<file path="src/rtl/lc3b_types.sv">
// Shared L2 types: default LRU array geometry and the index/way typedefs sized from it.
package lc3b_types;

    localparam int unsigned L2_LRU_SETS = 16;
    localparam int unsigned L2_LRU_WAYS = 4;

    typedef logic [$clog2(L2_LRU_SETS)-1:0] lc3b_c_l2_index;
    typedef logic [$clog2(L2_LRU_WAYS)-1:0] lc3b_l2_way;

endpackage

</file>
<file path="src/rtl/lru_age_set.sv">
// One set of true-LRU age state. Ages form a permutation of 0..NUM_WAYS-1, 0 = MRU.
// Outputs the LRU/MRU ways of the post-update (next) ages so a same-cycle read sees them.
// Optional invalidate logic is built when L2_LRU_INVAL_EN is defined.
module lru_age_set #(
    parameter int unsigned NUM_WAYS = 4,
    localparam int unsigned WAY_W   = $clog2(NUM_WAYS)
) (
    input  logic             clk,
    input  logic             reset,
    input  logic             touch,
    input  logic [WAY_W-1:0] touch_way,
`ifdef L2_LRU_INVAL_EN
    input  logic             inval,
    input  logic [WAY_W-1:0] inval_way,
`endif
    output logic [WAY_W-1:0] lru_way,
    output logic [WAY_W-1:0] mru_way
);

    localparam logic [WAY_W-1:0] AgeLru = WAY_W'(NUM_WAYS - 1);

    logic [NUM_WAYS-1:0][WAY_W-1:0] age_q, age_t, age_d;
    logic [WAY_W-1:0]               touch_age;
`ifdef L2_LRU_INVAL_EN
    logic [WAY_W-1:0]               inval_age;
`endif

    // Next-state: touch first, then invalidate on the touched result.
    always_comb begin
        age_t     = age_q;
        touch_age = age_q[touch_way];
        if (touch) begin
            for (int w = 0; w < NUM_WAYS; w++) begin
                if (age_q[w] < touch_age) age_t[w] = age_q[w] + 1'b1;
            end
            age_t[touch_way] = '0;
        end
        age_d = age_t;
`ifdef L2_LRU_INVAL_EN
        inval_age = age_t[inval_way];
        if (inval) begin
            for (int w = 0; w < NUM_WAYS; w++) begin
                if (age_t[w] > inval_age) age_d[w] = age_t[w] - 1'b1;
            end
            age_d[inval_way] = AgeLru;
        end
`endif
    end

    // Age registers; reset makes way 0 LRU and way NUM_WAYS-1 MRU.
    always_ff @(posedge clk) begin
        if (reset) begin
            for (int w = 0; w < NUM_WAYS; w++) age_q[w] <= WAY_W'(NUM_WAYS - 1 - w);
        end else begin
            age_q <= age_d;
        end
    end

    // Locate LRU and MRU ways in the post-update ages.
    always_comb begin
        lru_way = '0;
        mru_way = '0;
        for (int w = 0; w < NUM_WAYS; w++) begin
            if (age_d[w] == AgeLru) lru_way = WAY_W'(w);
            if (age_d[w] == '0)     mru_way = WAY_W'(w);
        end
    end

endmodule

</file>
<file path="src/rtl/l2_lru_array.sv">
// L2 true-LRU replacement-state array: NUM_SETS x NUM_WAYS, registered read with
// same-cycle update forwarding. Define L2_LRU_INVAL_EN to add the invalidate ports.
module l2_lru_array
    import lc3b_types::*;
#(
    parameter int unsigned NUM_SETS = L2_LRU_SETS,
    parameter int unsigned NUM_WAYS = L2_LRU_WAYS,
    localparam int unsigned IDX_W   = $clog2(NUM_SETS),
    localparam int unsigned WAY_W   = $clog2(NUM_WAYS)
) (
    input  logic             clk,
    input  logic             reset,
    input  logic             touch,
    input  logic [IDX_W-1:0] touch_index,
    input  logic [WAY_W-1:0] touch_way,
`ifdef L2_LRU_INVAL_EN
    input  logic             inval,
    input  logic [IDX_W-1:0] inval_index,
    input  logic [WAY_W-1:0] inval_way,
`endif
    input  logic             rd_en,
    input  logic [IDX_W-1:0] rd_index,
    output logic             rd_valid,
    output logic [WAY_W-1:0] lru_way,
    output logic [WAY_W-1:0] mru_way
);

    logic [NUM_SETS-1:0]             touch_sel;
    logic [NUM_SETS-1:0][WAY_W-1:0]  set_lru, set_mru;
    logic                            rd_valid_q;
    logic [WAY_W-1:0]                lru_q, mru_q;
`ifdef L2_LRU_INVAL_EN
    logic [NUM_SETS-1:0]             inval_sel;
`endif

    for (genvar s = 0; s < NUM_SETS; s++) begin : g_set
        // Set decode for the update requests.
        always_comb begin
            touch_sel[s] = touch && (touch_index == IDX_W'(s));
`ifdef L2_LRU_INVAL_EN
            inval_sel[s] = inval && (inval_index == IDX_W'(s));
`endif
        end

        lru_age_set #(
            .NUM_WAYS (NUM_WAYS)
        ) u_set (
            .clk       (clk),
            .reset     (reset),
            .touch     (touch_sel[s]),
            .touch_way (touch_way),
`ifdef L2_LRU_INVAL_EN
            .inval     (inval_sel[s]),
            .inval_way (inval_way),
`endif
            .lru_way   (set_lru[s]),
            .mru_way   (set_mru[s])
        );
    end

    // Read registers capture the post-update LRU/MRU of the selected set; hold when idle.
    always_ff @(posedge clk) begin
        if (reset) begin
            rd_valid_q <= 1'b0;
            lru_q      <= '0;
            mru_q      <= '0;
        end else begin
            rd_valid_q <= rd_en;
            if (rd_en) begin
                lru_q <= set_lru[rd_index];
                mru_q <= set_mru[rd_index];
            end
        end
    end

    assign rd_valid = rd_valid_q;
    assign lru_way  = lru_q;
    assign mru_way  = mru_q;

endmodule
</file>
<file path="config.mk">
export PLATFORM = sky130hd
export DESIGN_NAME = l2_lru_array
export DESIGN_NICKNAME = d
export VERILOG_FILES = /design/src/rtl/lc3b_types.sv /design/src/rtl/lru_age_set.sv /design/src/rtl/l2_lru_array.sv
export SDC_FILE = /design/constraint.sdc
export NUM_CORES = 1
export LEC_CHECK = 0
export BUFFER_PORTS_ARGS = -buffer_cell sky130_fd_sc_hd__buf_4
export CORE_ASPECT_RATIO = 1.1
export CORE_MARGIN = 10
export CORE_UTILIZATION = 55
export CTS_CLUSTER_DIAMETER = 50
export DETAILED_ROUTE_END_ITERATION = 8
export GPL_TIMING_DRIVEN = 0
export PLACE_DENSITY = 0.8
export SYNTH_ARGS = -nofsm -noshare
export SYNTH_HDL_FRONTEND = slang
export SYNTH_SLANG_ARGS = --single-unit
</file>
<file path="constraint.sdc">
create_clock -name clk -period 7.2 [get_ports clk]
set_input_delay 1.44 -clock clk [delete_from_list [all_inputs] [get_ports clk]]
set_output_delay 1.44 -clock clk [all_outputs]
set_load 0.005 [all_outputs]
</file>
Word level (Yosys, flattened, before mapping)
Cells that the tools add are included.
Operators by class
  multiplexer cells: 278
  add/sub/neg operators: 64
  reductions and logical operators: 66
  eq/ne operators: 63
  bitwise operators: 17
  $lt $le $gt $ge: 67
Operators with widths (number)
  $mux 2: 211
  $add 2x1->2 const B: 64
  $and 8x8->8: 16
  $lt 2x2->1: 64
  $mux 8: 16
  $eq 2x2->1 const B: 48
  $logic_not 2->1: 48
  $bmux 2 s2: 16
  $eq 4x4->1 const B: 8
  $mux 1: 32
  $logic_and 1x1->1: 17
  $bmux 2 s4: 2
  $eq 4x3->1 const B: 4
  $eq 4x2->1 const B: 2
  $not 8->8: 1
  $lt 4x5->1 const B: 1
  $demux 2 s2: 1
  $eq 4x1->1 const B: 1
  $logic_not 4->1: 1
  $lt 2x3->1 const B: 1
  $ge 2x1->1 const B: 1
Word-level totals
  logic and storage cells: 622
  bits in registers: 133
  output and inout bits: 5
  input bits: 14

Logic depth before layout (Yosys ltp)
  word-level depth: 13
  gate-level depth with buffers: 16
  depth with buffers taken out: 11

By module
Synthesis repeated with hierarchy kept, for this count alone.
Unflattened totals
  cell total of the unflattened synthesis: 1212
  area, all modules: 10895.4 µm²
By module, submodules not included
  lru_age_set at g_set[11].u_set ...: cells an instance 65, area an instance 603.1 µm², seq. area each 160.2 µm², times used 13
  lru_age_set at g_set[0].u_set ...: cells an instance 84, area an instance 735.7 µm², seq. area each 160.2 µm², times used 3
  l2_lru_array: cells an instance 115, area an instance 848.3 µm², seq. area each 100.1 µm², times used 1

Least setup slack after synthesis
Ideal clock, no wire load.
  path kind: input -> register
  start: input touch_way[0]
  end: register mru_q[0] (netlist: mru_way[0])
  arrival: 5.354 ns
  stages: 16
  library setup time: 0.064 ns
  path slack: 1.782 ns
  path buffers: 5
  required time: 7.136 ns
  cells stage by stage: buf_2 -> buf_4 -> buf_2 -> buf_2 -> buf_2 -> mux4_2 -> inv_1 -> ha_1 -> or3b_2 -> a211oi_1 -> nor3_1 -> a2111oi_0 -> o221a_2 -> nor3_1 -> a211o_1 -> nand4_1
Between the ends
  cells in the longest elaborated chain, start to end: 13
Ends and longest elaborated chain
  from (decl): RTL line l2_lru_array.sv:15  | input logic [WAY_W-1:0] touch_way,
  $bmux 2 s2, or another cell as far along: RTL line lru_age_set.sv:31  | touch_age = age_q[touch_way];
  $mux 2 (not written as such) or $logic_and 1x1->1 (tied branches): RTL line lru_age_set.sv:31, lru_age_set.sv:36
  $lt 2x2->1 or $mux 2 (tied branches): RTL line lru_age_set.sv:34, lru_age_set.sv:36
  $mux 2 or $demux 2 s2 (tied branches)
  $mux 2 or $not 8->8 (tied branches)
  $and 8x8->8 (no line)
  $mux 8: RTL line lru_age_set.sv:32  | if (touch) begin
  $logic_not 2->1: RTL line lru_age_set.sv:65  | if (age_d[w] == '0) mru_way = WAY_W'(w);
  $mux 1: RTL line lru_age_set.sv:65
  $mux 2 (2 in a row): RTL line lru_age_set.sv:65
  $bmux 2 s4 (*): RTL line l2_lru_array.sv:71  | mru_q <= set_mru[rd_index];
  $mux 2 (not written as such) (*): RTL line l2_lru_array.sv:71
  to (signal assigned): RTL line l2_lru_array.sv:71
  to (decl): RTL line l2_lru_array.sv:31  | logic [WAY_W-1:0] lru_q, mru_q;
Every way passes the cells marked *; elsewhere a longest branch is shown, timed or not. The select of a mux whose other input is x is not followed.
A chain may end at the register's enable or synchronous reset.

Worst setup path after layout
  start: input touch_way[1]
  end: register mru_q[1] (netlist: mru_way[1])
Between the ends
  cells in the longest elaborated chain, start to end: 12
Ends and longest elaborated chain (RTL line)
  $bmux 2 s2, or another cell as far along: lru_age_set.sv:31
  $mux 2 (not written as such) or $logic_and 1x1->1 (tied branches): lru_age_set.sv:31, lru_age_set.sv:36
  $lt 2x2->1 or $mux 2 (tied branches): lru_age_set.sv:34, lru_age_set.sv:36
  $mux 2 or $demux 2 s2 (tied branches)
  $mux 2 or $not 8->8 (tied branches)
  $and 8x8->8 (no line)
  $mux 8: lru_age_set.sv:32
  $logic_not 2->1: lru_age_set.sv:65
  $mux 2 (2 in a row): lru_age_set.sv:65
  $bmux 2 s4 (*): l2_lru_array.sv:71
  $mux 2 (not written as such) (*): l2_lru_array.sv:71
Marked as above.

==> flow_results.xml <==
<?xml version="1.0" encoding="UTF-8"?>
<metrics>
  <group name="placed_design">
    <metric name="pre_cts_slack" unit="ns">0.0473</metric>
    <metric name="place_hpwl" unit="um">31900</metric>
    <metric name="area_of_placed_instances" unit="um^2">11300</metric>
    <metric name="place.gp.congestion" unit="">1.05</metric>
    <metric name="buffer_ports.inserted" unit="">15</metric>
  </group>
  <group name="cells_and_area">
    <metric name="seq_area" unit="um^2">2660</metric>
    <metric name="finish.utilization" unit="%">61.5</metric>
    <metric name="multi_input_area" unit="um^2">7590</metric>
    <metric name="synthToLayoutAreaGrowth" unit="%">9.10</metric>
    <metric name="stdcell_area" unit="um^2">11900</metric>
    <metric name="fill_cells" unit="">1729</metric>
    <metric name="drive_above_1_share" unit="%">8.86</metric>
    <metric name="finalNetCount" unit="">1499</metric>
  </group>
  <group name="synth">
    <metric name="synthDominantAreaCellType" unit="">sky130_fd_sc_hd__dfxtp_1</metric>
    <metric name="syn_area" unit="um^2">10900</metric>
    <metric name="synth.yosys.warnings" unit="">0</metric>
    <metric name="synth_flop_cell" unit="">sky130_fd_sc_hd__dfxtp_1</metric>
    <metric name="async_set_or_reset_register_ratio_after_synthesis" unit="%">0</metric>
    <metric name="synth_top_area_share" unit="%">24.5</metric>
    <metric name="synth.area.top_cells" unit="">sky130_fd_sc_hd__dfxtp_1 24%, sky130_fd_sc_hd__ha_1 7.4%, sky130_fd_sc_hd__nor2_1 5.3%</metric>
    <metric name="synth-edff-count" unit="">0</metric>
    <metric name="synthesis.instances" unit="">1387</metric>
    <metric name="seq_area_frac_synth" unit="%">24.5</metric>
    <metric name="synth_area_per_cell" unit="um^2">7.85</metric>
    <metric name="synth_commonest_cells" unit="">154 x sky130_fd_sc_hd__nor2_1, 133 x sky130_fd_sc_hd__dfxtp_1, 91 x sky130_fd_sc_hd__nand2_1</metric>
    <metric name="mappedNetlistNets" unit="">1465</metric>
    <metric name="yosysUniqueCellTypes" unit="">76</metric>
    <metric name="ys_seq_elements" unit="">133</metric>
    <metric name="yosys.cell_count.top_type" unit="">sky130_fd_sc_hd__nor2_1</metric>
  </group>
  <group name="global_routing">
    <metric name="globalRouteTotalUtil" unit="%">33.7</metric>
    <metric name="grt-ovfl-total" unit="">0</metric>
    <metric name="antenna_found_initial" unit="">1</metric>
    <metric name="maximum_number_of_pins_on_one_net_before_global_route_repair" unit="">17</metric>
    <metric name="via_count_of_the_first_global_routing_pass" unit="">11600</metric>
    <metric name="grt_pass1_wl" unit="um">68000</metric>
  </group>
  <group name="detailed_routing">
    <metric name="wl_per_cell" unit="um">27.1</metric>
    <metric name="drt_pre_antenna_iters" unit="">8</metric>
    <metric name="post_drt_via_cell_ratio" unit="">7.32</metric>
    <metric name="ant_nets" unit="">0</metric>
    <metric name="routed-via-count" unit="">12300</metric>
    <metric name="drcViolationCount" unit="">0</metric>
    <metric name="detail_route.wirelength" unit="um">45500</metric>
    <metric name="drt_first_iter_violations" unit="">1855</metric>
  </group>
  <group name="cts">
    <metric name="cts-root-to-sink-buffers" unit="">2</metric>
    <metric name="clk_latency" unit="ns">0.44</metric>
    <metric name="clkSinkCount" unit="">133</metric>
    <metric name="tritoncts_clock_tree" unit="">built</metric>
    <metric name="cts.hold.buffers_added" unit="">0</metric>
    <metric name="ctsRootBufferMaster" unit="">sky130_fd_sc_hd__clkbuf_16</metric>
    <metric name="clock_tree.htree_level_count" unit="">4</metric>
    <metric name="cts.clk_slew.worst_paths" unit="ns">0.06</metric>
    <metric name="cts_bufs_inserted" unit="">17</metric>
    <metric name="post-cts-setup-buffer-count" unit="">0</metric>
    <metric name="post_cts_resize_count" unit="">0</metric>
  </group>
  <group name="setup_path">
    <metric name="timing.reg2reg.worst_path_depth" unit="">10</metric>
    <metric name="critical_path_start_type" unit="">input port</metric>
    <metric name="critical_path_arrival" unit="ns">7.43</metric>
    <metric name="critical_path_peak_fanout" unit="">10</metric>
    <metric name="worst_setup_path_end_kind" unit="">flop</metric>
    <metric name="required_worst_endpoint" unit="ns">7.58</metric>
    <metric name="timing.setup.critical_path_class" unit="">in2reg</metric>
  </group>
  <group name="sta">
    <metric name="grt_setup_unrepaired" unit="">no</metric>
    <metric name="slew-limit-headroom" unit="%">19.7</metric>
    <metric name="timing.clock.skew" unit="ns">0.00998</metric>
    <metric name="setup_violations" unit="">0</metric>
    <metric name="slew_violations" unit="">0</metric>
    <metric name="timing_hold_violations_final" unit="">0</metric>
    <metric name="period_share" unit="%">97.9</metric>
    <metric name="setup_total_negative_slack" unit="ns">0</metric>
    <metric name="slew_at_the_pin_with_the_worst_max_slew_slack" unit="ns">1.20</metric>
    <metric name="final.min_clock_period" unit="ns">7.05</metric>
    <metric name="maxClockFrequency" unit="MHz">142</metric>
    <metric name="setup_ws" unit="ns">0.150</metric>
  </group>
  <group name="floorplan">
    <metric name="die_x" unit="um">154</metric>
    <metric name="rows" unit="">53</metric>
    <metric name="die_h" unit="um">168</metric>
    <metric name="core_region_area" unit="um^2">19300</metric>
    <metric name="initial_util" unit="%">56.4</metric>
    <metric name="die-area" unit="um^2">25800</metric>
    <metric name="pin_count" unit="">19</metric>
  </group>
  <group name="hold_path">
    <metric name="hold_depth" unit="">2</metric>
    <metric name="hold_path.class" unit="">reg2reg</metric>
  </group>
  <group name="power_and_ir_drop">
    <metric name="power-per-cell-area" unit="nW/um^2">169</metric>
    <metric name="power.ir.vdd_worst" unit="mV">0.186</metric>
    <metric name="power_leakage" unit="nW">4.23</metric>
  </group>
  <group name="run_status">
    <metric name="status" unit="">finished, final reports clean</metric>
  </group>
  <group name="job">
    <metric name="maxCapViolCount" unit="">0</metric>
  </group>
</metrics>
-- cell usage in the layout (no fill, tap or decap), types with 10 or more instances in the layout --
| cell type | n |
|---|---|
| sky130_fd_sc_hd__nor2b_1 | 34 |
| sky130_fd_sc_hd__buf_2 | 21 |
| sky130_fd_sc_hd__clkbuf_16 | 17 |
| sky130_fd_sc_hd__buf_1 | 10 |
| sky130_fd_sc_hd__buf_4 | 16 |
| sky130_fd_sc_hd__a32oi_1 | 38 |
| sky130_fd_sc_hd__nand2b_1 | 44 |
| sky130_fd_sc_hd__a21o_1 | 19 |
| sky130_fd_sc_hd__o21ai_0 | 86 |
| sky130_fd_sc_hd__a221o_1 | 17 |
| sky130_fd_sc_hd__nand3_1 | 34 |
| sky130_fd_sc_hd__nor4_1 | 10 |
| sky130_fd_sc_hd__nor3_1 | 50 |
| sky130_fd_sc_hd__ha_1 | 64 |
| sky130_fd_sc_hd__o211ai_1 | 55 |
| sky130_fd_sc_hd__nor3b_1 | 54 |
| sky130_fd_sc_hd__inv_1 | 69 |
| sky130_fd_sc_hd__a31oi_1 | 21 |
| sky130_fd_sc_hd__a21oi_1 | 53 |
| sky130_fd_sc_hd__mux2i_1 | 19 |
| sky130_fd_sc_hd__nand2_1 | 91 |
| sky130_fd_sc_hd__nor2_1 | 154 |
| sky130_fd_sc_hd__mux2_2 | 11 |
| sky130_fd_sc_hd__mux4_2 | 20 |
| sky130_fd_sc_hd__a211oi_1 | 17 |
| sky130_fd_sc_hd__nand4_1 | 12 |
| sky130_fd_sc_hd__dfxtp_1 | 133 |
| sky130_fd_sc_hd__clkbuf_1 | 55 |
| sky130_fd_sc_hd__o221ai_1 | 23 |
-- stage by stage --
step | cells | hold slack [ns] | power, mW
floorplan | 1387 | 0.463 | 1.00
finish | 1682 | 0.506 | 2.01
detailed placement | 1649 | 0.498 | 1.13
global route | 1681 | 0.554 | 2.05
CTS | 1681 | 0.508 | 1.98
global placement | 1649 | 0.494 | 1.13
-- final timing paths --
| path | start | end | slack (ns) |
|---|---|---|---|
| worst max-delay path | touch_way[1] | mru_way[1] | 0.15 |
| worst min-delay path | g_set[0].u_set.age_q[1] | g_set[0].u_set.age_q[1] | 0.51 |
| worst max register to register | g_set[14].u_set.age_q[7] | mru_way[1] | 3.39 |
| worst min register to register | g_set[0].u_set.age_q[1] | g_set[0].u_set.age_q[1] | 0.51 |
-- final cells by class --
type | count | share of cell area (%)
clock inverters | 8 | 0.622
inverters | 70 | 2.21
clock buffers | 24 | 4.14
multi-input cells | 1098 | 64.0
plain buffers | 86 | 3.05
diodes | 1 | 0.0211
flip-flops and latches | 133 | 22.4
repair buffers | 15 | 0.949
well taps | 247 | 2.60
-- per-layer routing --
layer,wire length (um),GRT usage [%],share of wire [%],vias up
li1,-,-,-,5364
met1,16900,41.6,37,5781
met2,19000,49.9,42,931
met3,6150,9.15,14,235
met4,3410,23.6,7.5,0
met5,0,0,0,-
-- report_power, final --
part           internal (mW)  switching [mW]  total, mW
Combinational          0.120           0.261      0.381
Sequential             0.746          0.0116      0.758
Clock                  0.510           0.362      0.872
Total                   1.38           0.634       2.01
-- cell families after synthesis --
logic type	count (synthesis)	share of synthesized area, %
AO/OA/AOI/OAI	432	28.6
XOR/XNOR	13	1.05
adder cells (fa/ha/maj)	64	7.36
buffers and inverters	156	5.74
flip-flops	133	24.5
multiplexers	51	7.16
AND/OR/NAND/NOR	538	25.6
-- sequential cells by signal (all words and copies together) (netlist names) --
name and flops:
lru_way 2, g_set.u_set.age_q 128, mru_way 2, rd_valid 1
-- worst max-delay path: stages --
cell	delay, ns
sky130_fd_sc_hd__buf_4	0.09
sky130_fd_sc_hd__buf_2	0.28
sky130_fd_sc_hd__buf_2	0.32
sky130_fd_sc_hd__buf_1	0.67
sky130_fd_sc_hd__buf_2	0.46
sky130_fd_sc_hd__buf_1	0.82
sky130_fd_sc_hd__mux4_2	0.41
sky130_fd_sc_hd__inv_1	0.15
sky130_fd_sc_hd__ha_1	0.28
sky130_fd_sc_hd__or3b_2	0.48
sky130_fd_sc_hd__a211oi_1	0.26
sky130_fd_sc_hd__a2bb2oi_1	0.43
sky130_fd_sc_hd__a21boi_0	0.26
sky130_fd_sc_hd__a2111oi_0	0.77
sky130_fd_sc_hd__o41ai_1	0.16
sky130_fd_sc_hd__nand3_1	0.12
Power figures use the tool's default switching activity.
